File: config.mk
export PLATFORM = sky130hd
export DESIGN_NAME = touch_adc_seq
export DESIGN_NICKNAME = d
export VERILOG_FILES = /design/src/rtl/touch_pkg.sv /design/src/rtl/touch_adc_spi.sv /design/src/rtl/touch_adc_seq.sv
export SDC_FILE = /design/constraint.sdc
export NUM_CORES = 1
export LEC_CHECK = 0
export CAP_MARGIN = 20
export CORE_MARGIN = 1.5
export CORE_UTILIZATION = 25
export DETAILED_ROUTE_END_ITERATION = 6
export GPL_TIMING_DRIVEN = 0
export PLACE_DENSITY = 0.45
export SYNTH_ARGS = -nofsm -noshare
export SYNTH_HDL_FRONTEND = slang
export SYNTH_SLANG_ARGS = --single-unit
File: constraint.sdc
create_clock -name sys_clk -period 2.8 [get_ports sys_clk]
set_input_delay 0.56 -clock sys_clk [delete_from_list [all_inputs] [get_ports sys_clk]]
set_output_delay 0.56 -clock sys_clk [all_outputs]
set_load 0.005 [all_outputs]
File: src/rtl/touch_pkg.sv
// rtl/touch_pkg.sv - shared command codes, frame geometry and sequencer state type
package touch_pkg;

  localparam logic [7:0] CMD_X = 8'hD0;
  localparam logic [7:0] CMD_Y = 8'h90;

  localparam int FRAME_BITS = 24;
  localparam int DATA_FIRST = 10;
  localparam int DATA_BITS  = 12;

  typedef enum logic [2:0] {
    ST_IDLE,
    ST_DEB_DN,
    ST_FRAME_X,
    ST_FRAME_Y,
    ST_SETTLE,
    ST_GAP,
    ST_DEB_UP
  } seq_state_e;

  function automatic logic [7:0] coord_of(input logic [DATA_BITS-1:0] res);
    return res[DATA_BITS-1 -: 8];
  endfunction

endpackage

File: src/rtl/touch_adc_spi.sv
// rtl/touch_adc_spi.sv - one 24-DCLK command/response frame on the panel ADC serial link
module touch_adc_spi
  import touch_pkg::*;
#(
  parameter int CLK_DIV = 32
) (
  input  logic                 clk_i,
  input  logic                 rst_ni,
  input  logic                 start_i,
  input  logic [7:0]           cmd_i,
  input  logic                 miso_i,
  output logic                 cs_n_o,
  output logic                 dclk_o,
  output logic                 mosi_o,
  output logic                 done_o,
  output logic [DATA_BITS-1:0] result_o
);

  localparam int            DW        = $clog2(CLK_DIV);
  localparam logic [DW-1:0] DIV_LAST  = DW'(CLK_DIV - 1);
  localparam logic [5:0]    LAST_TICK = 6'(2 * FRAME_BITS - 1);
  localparam logic [5:0]    DATA_LO   = 6'(DATA_FIRST);
  localparam logic [5:0]    DATA_HI   = 6'(DATA_FIRST + DATA_BITS - 1);

  logic                 active_q, active_d;
  logic                 tail_q, tail_d;
  logic                 cs_n_q, cs_n_d;
  logic                 dclk_q, dclk_d;
  logic                 mosi_q, mosi_d;
  logic [DW-1:0]        div_q, div_d;
  logic [5:0]           tick_cnt_q, tick_cnt_d;
  logic [7:0]           cmd_q, cmd_d;
  logic [DATA_BITS-1:0] shift_q, shift_d;

  logic       tick;
  logic       sample;
  logic [5:0] rise_n;

  // tick_cnt_q is even before every rising tick, so half of it numbers the DCLK period
  assign tick   = active_q && !tail_q && (div_q == DIV_LAST);
  assign rise_n = {1'b0, tick_cnt_q[5:1]} + 6'd1;
  assign sample = !dclk_q && (rise_n >= DATA_LO) && (rise_n <= DATA_HI);

  always_comb begin
    active_d   = active_q;
    tail_d     = tail_q;
    cs_n_d     = cs_n_q;
    dclk_d     = dclk_q;
    mosi_d     = mosi_q;
    div_d      = div_q;
    tick_cnt_d = tick_cnt_q;
    cmd_d      = cmd_q;
    shift_d    = shift_q;
    if (!active_q) begin
      if (start_i) begin
        active_d   = 1'b1;
        cs_n_d     = 1'b0;
        mosi_d     = cmd_i[7];
        cmd_d      = {cmd_i[6:0], 1'b0};
        div_d      = '0;
        tick_cnt_d = '0;
        shift_d    = '0;
      end
    end else if (tail_q) begin
      // one extra cycle after the last falling tick before chip select releases
      active_d = 1'b0;
      tail_d   = 1'b0;
      cs_n_d   = 1'b1;
      dclk_d   = 1'b0;
      mosi_d   = 1'b0;
    end else begin
      div_d = tick ? '0 : div_q + DW'(1);
      if (tick) begin
        dclk_d     = ~dclk_q;
        tick_cnt_d = tick_cnt_q + 6'd1;
        if (!dclk_q) begin
          if (sample) shift_d = {shift_q[DATA_BITS-2:0], miso_i};
        end else begin
          mosi_d = cmd_q[7];
          cmd_d  = {cmd_q[6:0], 1'b0};
        end
        if (tick_cnt_q == LAST_TICK) tail_d = 1'b1;
      end
    end
  end

  always_ff @(posedge clk_i or negedge rst_ni) begin
    if (!rst_ni) begin
      active_q   <= 1'b0;
      tail_q     <= 1'b0;
      cs_n_q     <= 1'b1;
      dclk_q     <= 1'b0;
      mosi_q     <= 1'b0;
      div_q      <= '0;
      tick_cnt_q <= '0;
      cmd_q      <= '0;
      shift_q    <= '0;
    end else begin
      active_q   <= active_d;
      tail_q     <= tail_d;
      cs_n_q     <= cs_n_d;
      dclk_q     <= dclk_d;
      mosi_q     <= mosi_d;
      div_q      <= div_d;
      tick_cnt_q <= tick_cnt_d;
      cmd_q      <= cmd_d;
      shift_q    <= shift_d;
    end
  end

  assign cs_n_o   = cs_n_q;
  assign dclk_o   = dclk_q;
  assign mosi_o   = mosi_q;
  assign done_o   = tail_q;
  assign result_o = shift_q;

endmodule

File: src/rtl/touch_adc_seq.sv
// rtl/touch_adc_seq.sv - pen debounce and X/Y conversion sequencer for the resistive touch ADC
module touch_adc_seq
  import touch_pkg::*;
#(
  parameter int CLK_DIV    = 32,
  parameter int DEBOUNCE   = 1024,
  parameter int SETTLE     = 256,
  parameter int SAMPLE_GAP = 4096
) (
  input  logic       sys_clk,
  input  logic       iRST_n,
  input  logic       penirq_n,
  input  logic       adc_dout,
  output logic       adc_cs_n,
  output logic       adc_dclk,
  output logic       adc_din,
  output logic [7:0] x,
  output logic [7:0] y,
  output logic       new_coord_r,
  output logic       transmit_en,
  output logic       busy
);

  localparam int MAX_A = (DEBOUNCE > SETTLE) ? DEBOUNCE : SETTLE;
  localparam int MAX_C = (MAX_A > SAMPLE_GAP) ? MAX_A : SAMPLE_GAP;
  localparam int CW    = $clog2(MAX_C + 1);

  localparam logic [CW-1:0] DEB_LAST    = CW'(DEBOUNCE - 1);
  localparam logic [CW-1:0] SETTLE_LAST = CW'(SETTLE - 1);
  localparam logic [CW-1:0] GAP_LAST    = CW'(SAMPLE_GAP - 1);

  seq_state_e           state_q, state_d;
  logic [CW-1:0]        cnt_q, cnt_d;
  logic [1:0]           sync_q;
  logic                 start_q, start_d;
  logic                 tx_en_q, tx_en_d;
  logic                 strobe_q, strobe_d;
  logic [7:0]           x_q, x_d, y_q, y_d;
  logic [7:0]           xr_q, xr_d, yr_q, yr_d;
  logic                 pen_dn;
  logic                 spi_cs_n;
  logic                 spi_done;
  logic [DATA_BITS-1:0] spi_result;
  logic                 unused_lsb;

  touch_adc_spi #(.CLK_DIV(CLK_DIV)) u_spi (
    .clk_i    (sys_clk),
    .rst_ni   (iRST_n),
    .start_i  (start_q),
    .cmd_i    ((state_q == ST_FRAME_Y) ? CMD_Y : CMD_X),
    .miso_i   (adc_dout),
    .cs_n_o   (spi_cs_n),
    .dclk_o   (adc_dclk),
    .mosi_o   (adc_din),
    .done_o   (spi_done),
    .result_o (spi_result)
  );

  assign unused_lsb = ^spi_result[3:0];

  always_ff @(posedge sys_clk or negedge iRST_n) begin
    if (!iRST_n) sync_q <= 2'b11;
    else         sync_q <= {sync_q[0], penirq_n};
  end

  // the FSM only looks at the pen outside frame states, which masks ADC-induced noise
  assign pen_dn = ~sync_q[1];

  always_comb begin
    state_d  = state_q;
    cnt_d    = cnt_q;
    start_d  = 1'b0;
    tx_en_d  = tx_en_q;
    strobe_d = 1'b0;
    x_d      = x_q;
    y_d      = y_q;
    xr_d     = xr_q;
    yr_d     = yr_q;
    unique case (state_q)
      ST_IDLE: begin
        if (pen_dn) begin
          state_d = ST_DEB_DN;
          cnt_d   = '0;
        end
      end
      ST_DEB_DN: begin
        if (!pen_dn) begin
          state_d = ST_IDLE;
          cnt_d   = '0;
        end else if (cnt_q == DEB_LAST) begin
          state_d = ST_FRAME_X;
          start_d = 1'b1;
          tx_en_d = 1'b1;
        end else begin
          cnt_d = cnt_q + CW'(1);
        end
      end
      ST_FRAME_X: begin
        if (spi_done) begin
          xr_d    = coord_of(spi_result);
          state_d = ST_FRAME_Y;
          start_d = 1'b1;
        end
      end
      ST_FRAME_Y: begin
        if (spi_done) begin
          yr_d    = coord_of(spi_result);
          state_d = ST_SETTLE;
          cnt_d   = '0;
        end
      end
      ST_SETTLE: begin
        if (cnt_q == SETTLE_LAST) begin
          cnt_d = '0;
          if (pen_dn) begin
            x_d      = xr_q;
            y_d      = yr_q;
            strobe_d = 1'b1;
            state_d  = ST_GAP;
          end else begin
            state_d = ST_DEB_UP;
          end
        end else begin
          cnt_d = cnt_q + CW'(1);
        end
      end
      ST_GAP: begin
        if (!pen_dn) begin
          state_d = ST_DEB_UP;
          cnt_d   = '0;
        end else if (cnt_q == GAP_LAST) begin
          state_d = ST_FRAME_X;
          start_d = 1'b1;
        end else begin
          cnt_d = cnt_q + CW'(1);
        end
      end
      ST_DEB_UP: begin
        if (pen_dn) begin
          state_d = ST_GAP;
          cnt_d   = '0;
        end else if (cnt_q == DEB_LAST) begin
          state_d = ST_IDLE;
          tx_en_d = 1'b0;
          cnt_d   = '0;
        end else begin
          cnt_d = cnt_q + CW'(1);
        end
      end
      default: state_d = ST_IDLE;
    endcase
  end

  always_ff @(posedge sys_clk or negedge iRST_n) begin
    if (!iRST_n) begin
      state_q  <= ST_IDLE;
      cnt_q    <= '0;
      start_q  <= 1'b0;
      tx_en_q  <= 1'b0;
      strobe_q <= 1'b0;
      x_q      <= '0;
      y_q      <= '0;
      xr_q     <= '0;
      yr_q     <= '0;
    end else begin
      state_q  <= state_d;
      cnt_q    <= cnt_d;
      start_q  <= start_d;
      tx_en_q  <= tx_en_d;
      strobe_q <= strobe_d;
      x_q      <= x_d;
      y_q      <= y_d;
      xr_q     <= xr_d;
      yr_q     <= yr_d;
    end
  end

  assign adc_cs_n    = spi_cs_n;
  assign busy        = ~spi_cs_n;
  assign x           = x_q;
  assign y           = y_q;
  assign new_coord_r = strobe_q;
  assign transmit_en = tx_en_q;

endmodule

==> qor.yml <==
power_and_ir_drop:
  p_leak_nw: 2.232
  combinationalPowerShare: 0.132
  power.internal_mw: 1.973
  seqPwrFrac: 0.461
  swShare: 0.2870
  switching_power_mw: 0.7941
  ir_drop_uv: 319.6
  p_per_area_nw_per_um2: 562.5
  p_clk_frac: 0.407
grt:
  grt_first_pass_wirelength_mm: 14.67
  grtUsageTotal: 0.1125
  antenna_found_initial: 0
  grt_pass1_vias: 2867
  overflow: 0
  grt_start_max_net_pins: 70
sta:
  setup_viol: 0
  fin_skew_ps: 7.824
  drv_slew: 0
  worst_slack_ps: 232.5
  min_period_over_period: 0.9170
  timing_hold_violations_final: 0
  tightest_slew_ps: 847.0
  slew-limit-headroom: 0.4332
  rsz0062_at_grt: "no"
  holdWs_ps: 84.40
  max_freq_mhz: 389.5
  min_period_ps: 2568
logic_synthesis:
  ys_seq_area_frac: 0.5142
  synth_top_area_cell: "dfrtp_1"
  synth_cell_type_count: 64
  synthCells: 371
  yosysWarnings: 0
  yosys-top-cells-area: "dfrtp_1 49%, mux2_2 6.6%, nand2_1 3.5%, nor2_1 3.2%, mux2i_1 2.4%"
  ys.flop_type: "dfrtp_1"
  synth_seq_cells: 84
  synth_area_um2: 4095
  syn-num-nets: 382
  netlist.area_leader.share: 0.4950
  syn_area_per_cell_um2: 11.04
  synthArstFlopShare: 1.000
  synth_edf_count: 0
setup_path:
  crit_chain: "ha_1, and3_1, ha_2, and2_1, buf_6, o211ai_4, a211o_1, o22ai_2, buf_6, mux2_4"
  reg2reg_slack_ps: 230
  crit_type: "reg2reg"
  critPathRequiredTime_ps: 3030
  worstPathArrival_ps: 2800
  max_stage_delay_ps: 400
  critical_path.max_fanout: 10
  cpMaxStageDelayCell: "dfrtp_1"
  cp-start-kind: "flop"
  crit_path_frequent_cell: "buf_6"
  crit_start: "u_spi.div_q[0]"
  rr_startpoint: "u_spi.div_q[0]"
  critPathCaptureType: "flop"
cells_and_area:
  layout-drive-gt1-share: 0.1792
  fillers: 1656
  final_common_cell: "dfrtp_1"
  areaGrowthSynthToFinish_pct: 20.13
  diodes: 0
  final_cell_mix: "81 x dfrtp_1, 38 x nand2_1, 35 x nor2_1"
  fin_cells: 629
  nNetsFinal: 419
clocking:
  hold_buffers: 0
  clk_pin_slew_ps: 60
  cts_tree: "yes"
  worstSkewPairLatency_ps: 340
  h-tree-depth: 3
  clockBufferDepth: 2
  post-cts-setup-buffer-count: 0
  clockRootBuffer: "clkbuf_16"
  cts_made_buffers: 9
  cts_sinks: 84
drt:
  ant_nets: 0
  num_vias: 2823
  vias_per_cell: 4.488
  first_iter_violations: 141
  drtPass1Iterations: 4
  drcViolationCount: 0
  finalWirelength_mm: 8.461
  avgRoutedWirePerCell_um: 13.45
floorplanning:
  dieArea_um2: 17160
  die_h_um: 131.0
  die_width_um: 131.0
  coreArea_um2: 15940
  io_pins: 26
  start_util: 0.2569
  std_cell_rows: 46
min_path:
  hp-class: "in2async"
placed_design:
  dp_slack_ps: 160.3
  port_buffers: 25
  place_inst: 613
  hpwl_mm: 5.752
  gp_congestion: 0.7748
status:
  status: "complete, no violations"
flow_run:
  cap_violations: 0
repair_timing:
action | 4_1_cts | 5_1_grt
setup endpoints to repair | 0 | 4
gates resized for setup | 0 | 1
endpoints found under the hold margin | 0 | 0
per-layer routing:
metal	GRT usage	wire length, µm	vias to the layer above
met3	0.03705	324	9
li1	-	-	1390
met2	0.1706	3897	46
met4	0.03685	114	0
met1	0.1513	4124	1378
met5	0	0	-
path summary, 6_finish.rpt:
path / to / cells after the start
max in group asynchronous: sync_q[1] / 2
worst min register to register: sync_q[1] / 0
worst min-delay path: u_spi.done_o / 1
worst max register to register: u_spi.result_o[4] / 10
min in group sys_clk: sync_q[1] / 0
worst max-delay path: u_spi.result_o[4] / 10
registers in the layout, indices dropped and copies added, names as in the netlist:
signal	count
state_q	3
x	8
cnt_q	13
u_spi.active_q	1
y	8
transmit_en	1
u_spi.mosi_o	1
u_spi.done_o	1
u_spi.tick_cnt_q	6
start_q	1
u_spi.cs_n_o	1
yr_q	8
xr_q	8
u_spi.cmd_q	3
u_spi.result_o	12
new_coord_r	1
u_spi.div_q	5
u_spi.dclk_o	1
sync_q	2
cell families after synthesis:
| kind of cell | synth area share |
|---|---|
| AOI/OAI and AO/OA | 0.1014 |
| xor gates and xnor gates | 0.02139 |
| adders and majority gates | 0.02139 |
| buffers and inverters | 0.03544 |
| DFF | 0.5142 |
| muxes | 0.1271 |
| and+or+nand+nor | 0.1790 |
cell usage after synthesis, types with 2 or more instances:
library cell	count
dfrtp_1	81
a22o_1	3
nand4_4	2
a31oi_1	3
nor4_2	2
o2bb2ai_1	2
mux2_2	24
nand2_1	38
xor2_1	3
buf_6	3
inv_1	16
nor2b_1	3
and3_1	9
a311oi_1	2
nor2_2	2
o2111ai_1	2
nor2_1	35
o21ai_1	2
dfstp_2	3
nand3_1	10
o31ai_1	2
mux2i_1	10
nor3_1	6
buf_2	2
ha_1	7
nor3_4	2
nor4_1	3
o22ai_1	2
nand4_1	2
nand2b_1	2
clkbuf_1	8
a21o_1	2
mux2_1	8
a21oi_1	12
o21ai_0	20
xnor2_1	7
mux2_4	4
power groups by stage:
stage                     logic [mW]  registers [mW]  clock network [mW]
after CTS                      0.370            1.28                1.18
after global routing           0.411            1.28                1.23
final                          0.364            1.28                1.13
after global placement         0.360            1.30                   0
after floorplan                0.267            1.29                   0
after detailed placement       0.368            1.30                   0
metrics by stage:
stage	area (µm²)	total power [mW]	setup TNS (ps)	utilization
finish	4920	2.767	0	0.3086
global route	4920	2.926	0	0.3086
CTS	4917	2.824	0	0.3084
detailed placement	4641	1.666	0	0.2911
global placement	4616	1.660	-172200	0.2895
floorplan	4095	1.556	0	-
worst max-delay path, delay by kind of cell (launching register included):
| kind | cells | cell delay [ps] |
|---|---|---|
| AO/OA/AOI/OAI | 3 | 580 |
| adder cells (fa/ha/maj) | 2 | 450 |
| flip-flops | 1 | 400 |
| buffers and inverters | 2 | 360 |
| AND/OR/NAND/NOR | 2 | 340 |
| multiplexers | 1 | 310 |
cell type report:
class                      instances  area [µm²]  area share
timing repair buffer              26       275.3     0.05595
inverter                          17       63.81     0.01297
sequential                        84        2106      0.4280
clock buffer                      10       229.0     0.04654
buffer                            14       81.33     0.01653
multi-input combinational        256        1847      0.3754
clock inverter                     6       47.55    0.009664
tap                              216       270.3     0.05493
No activity file was read; power rests on OpenSTA's default activity.
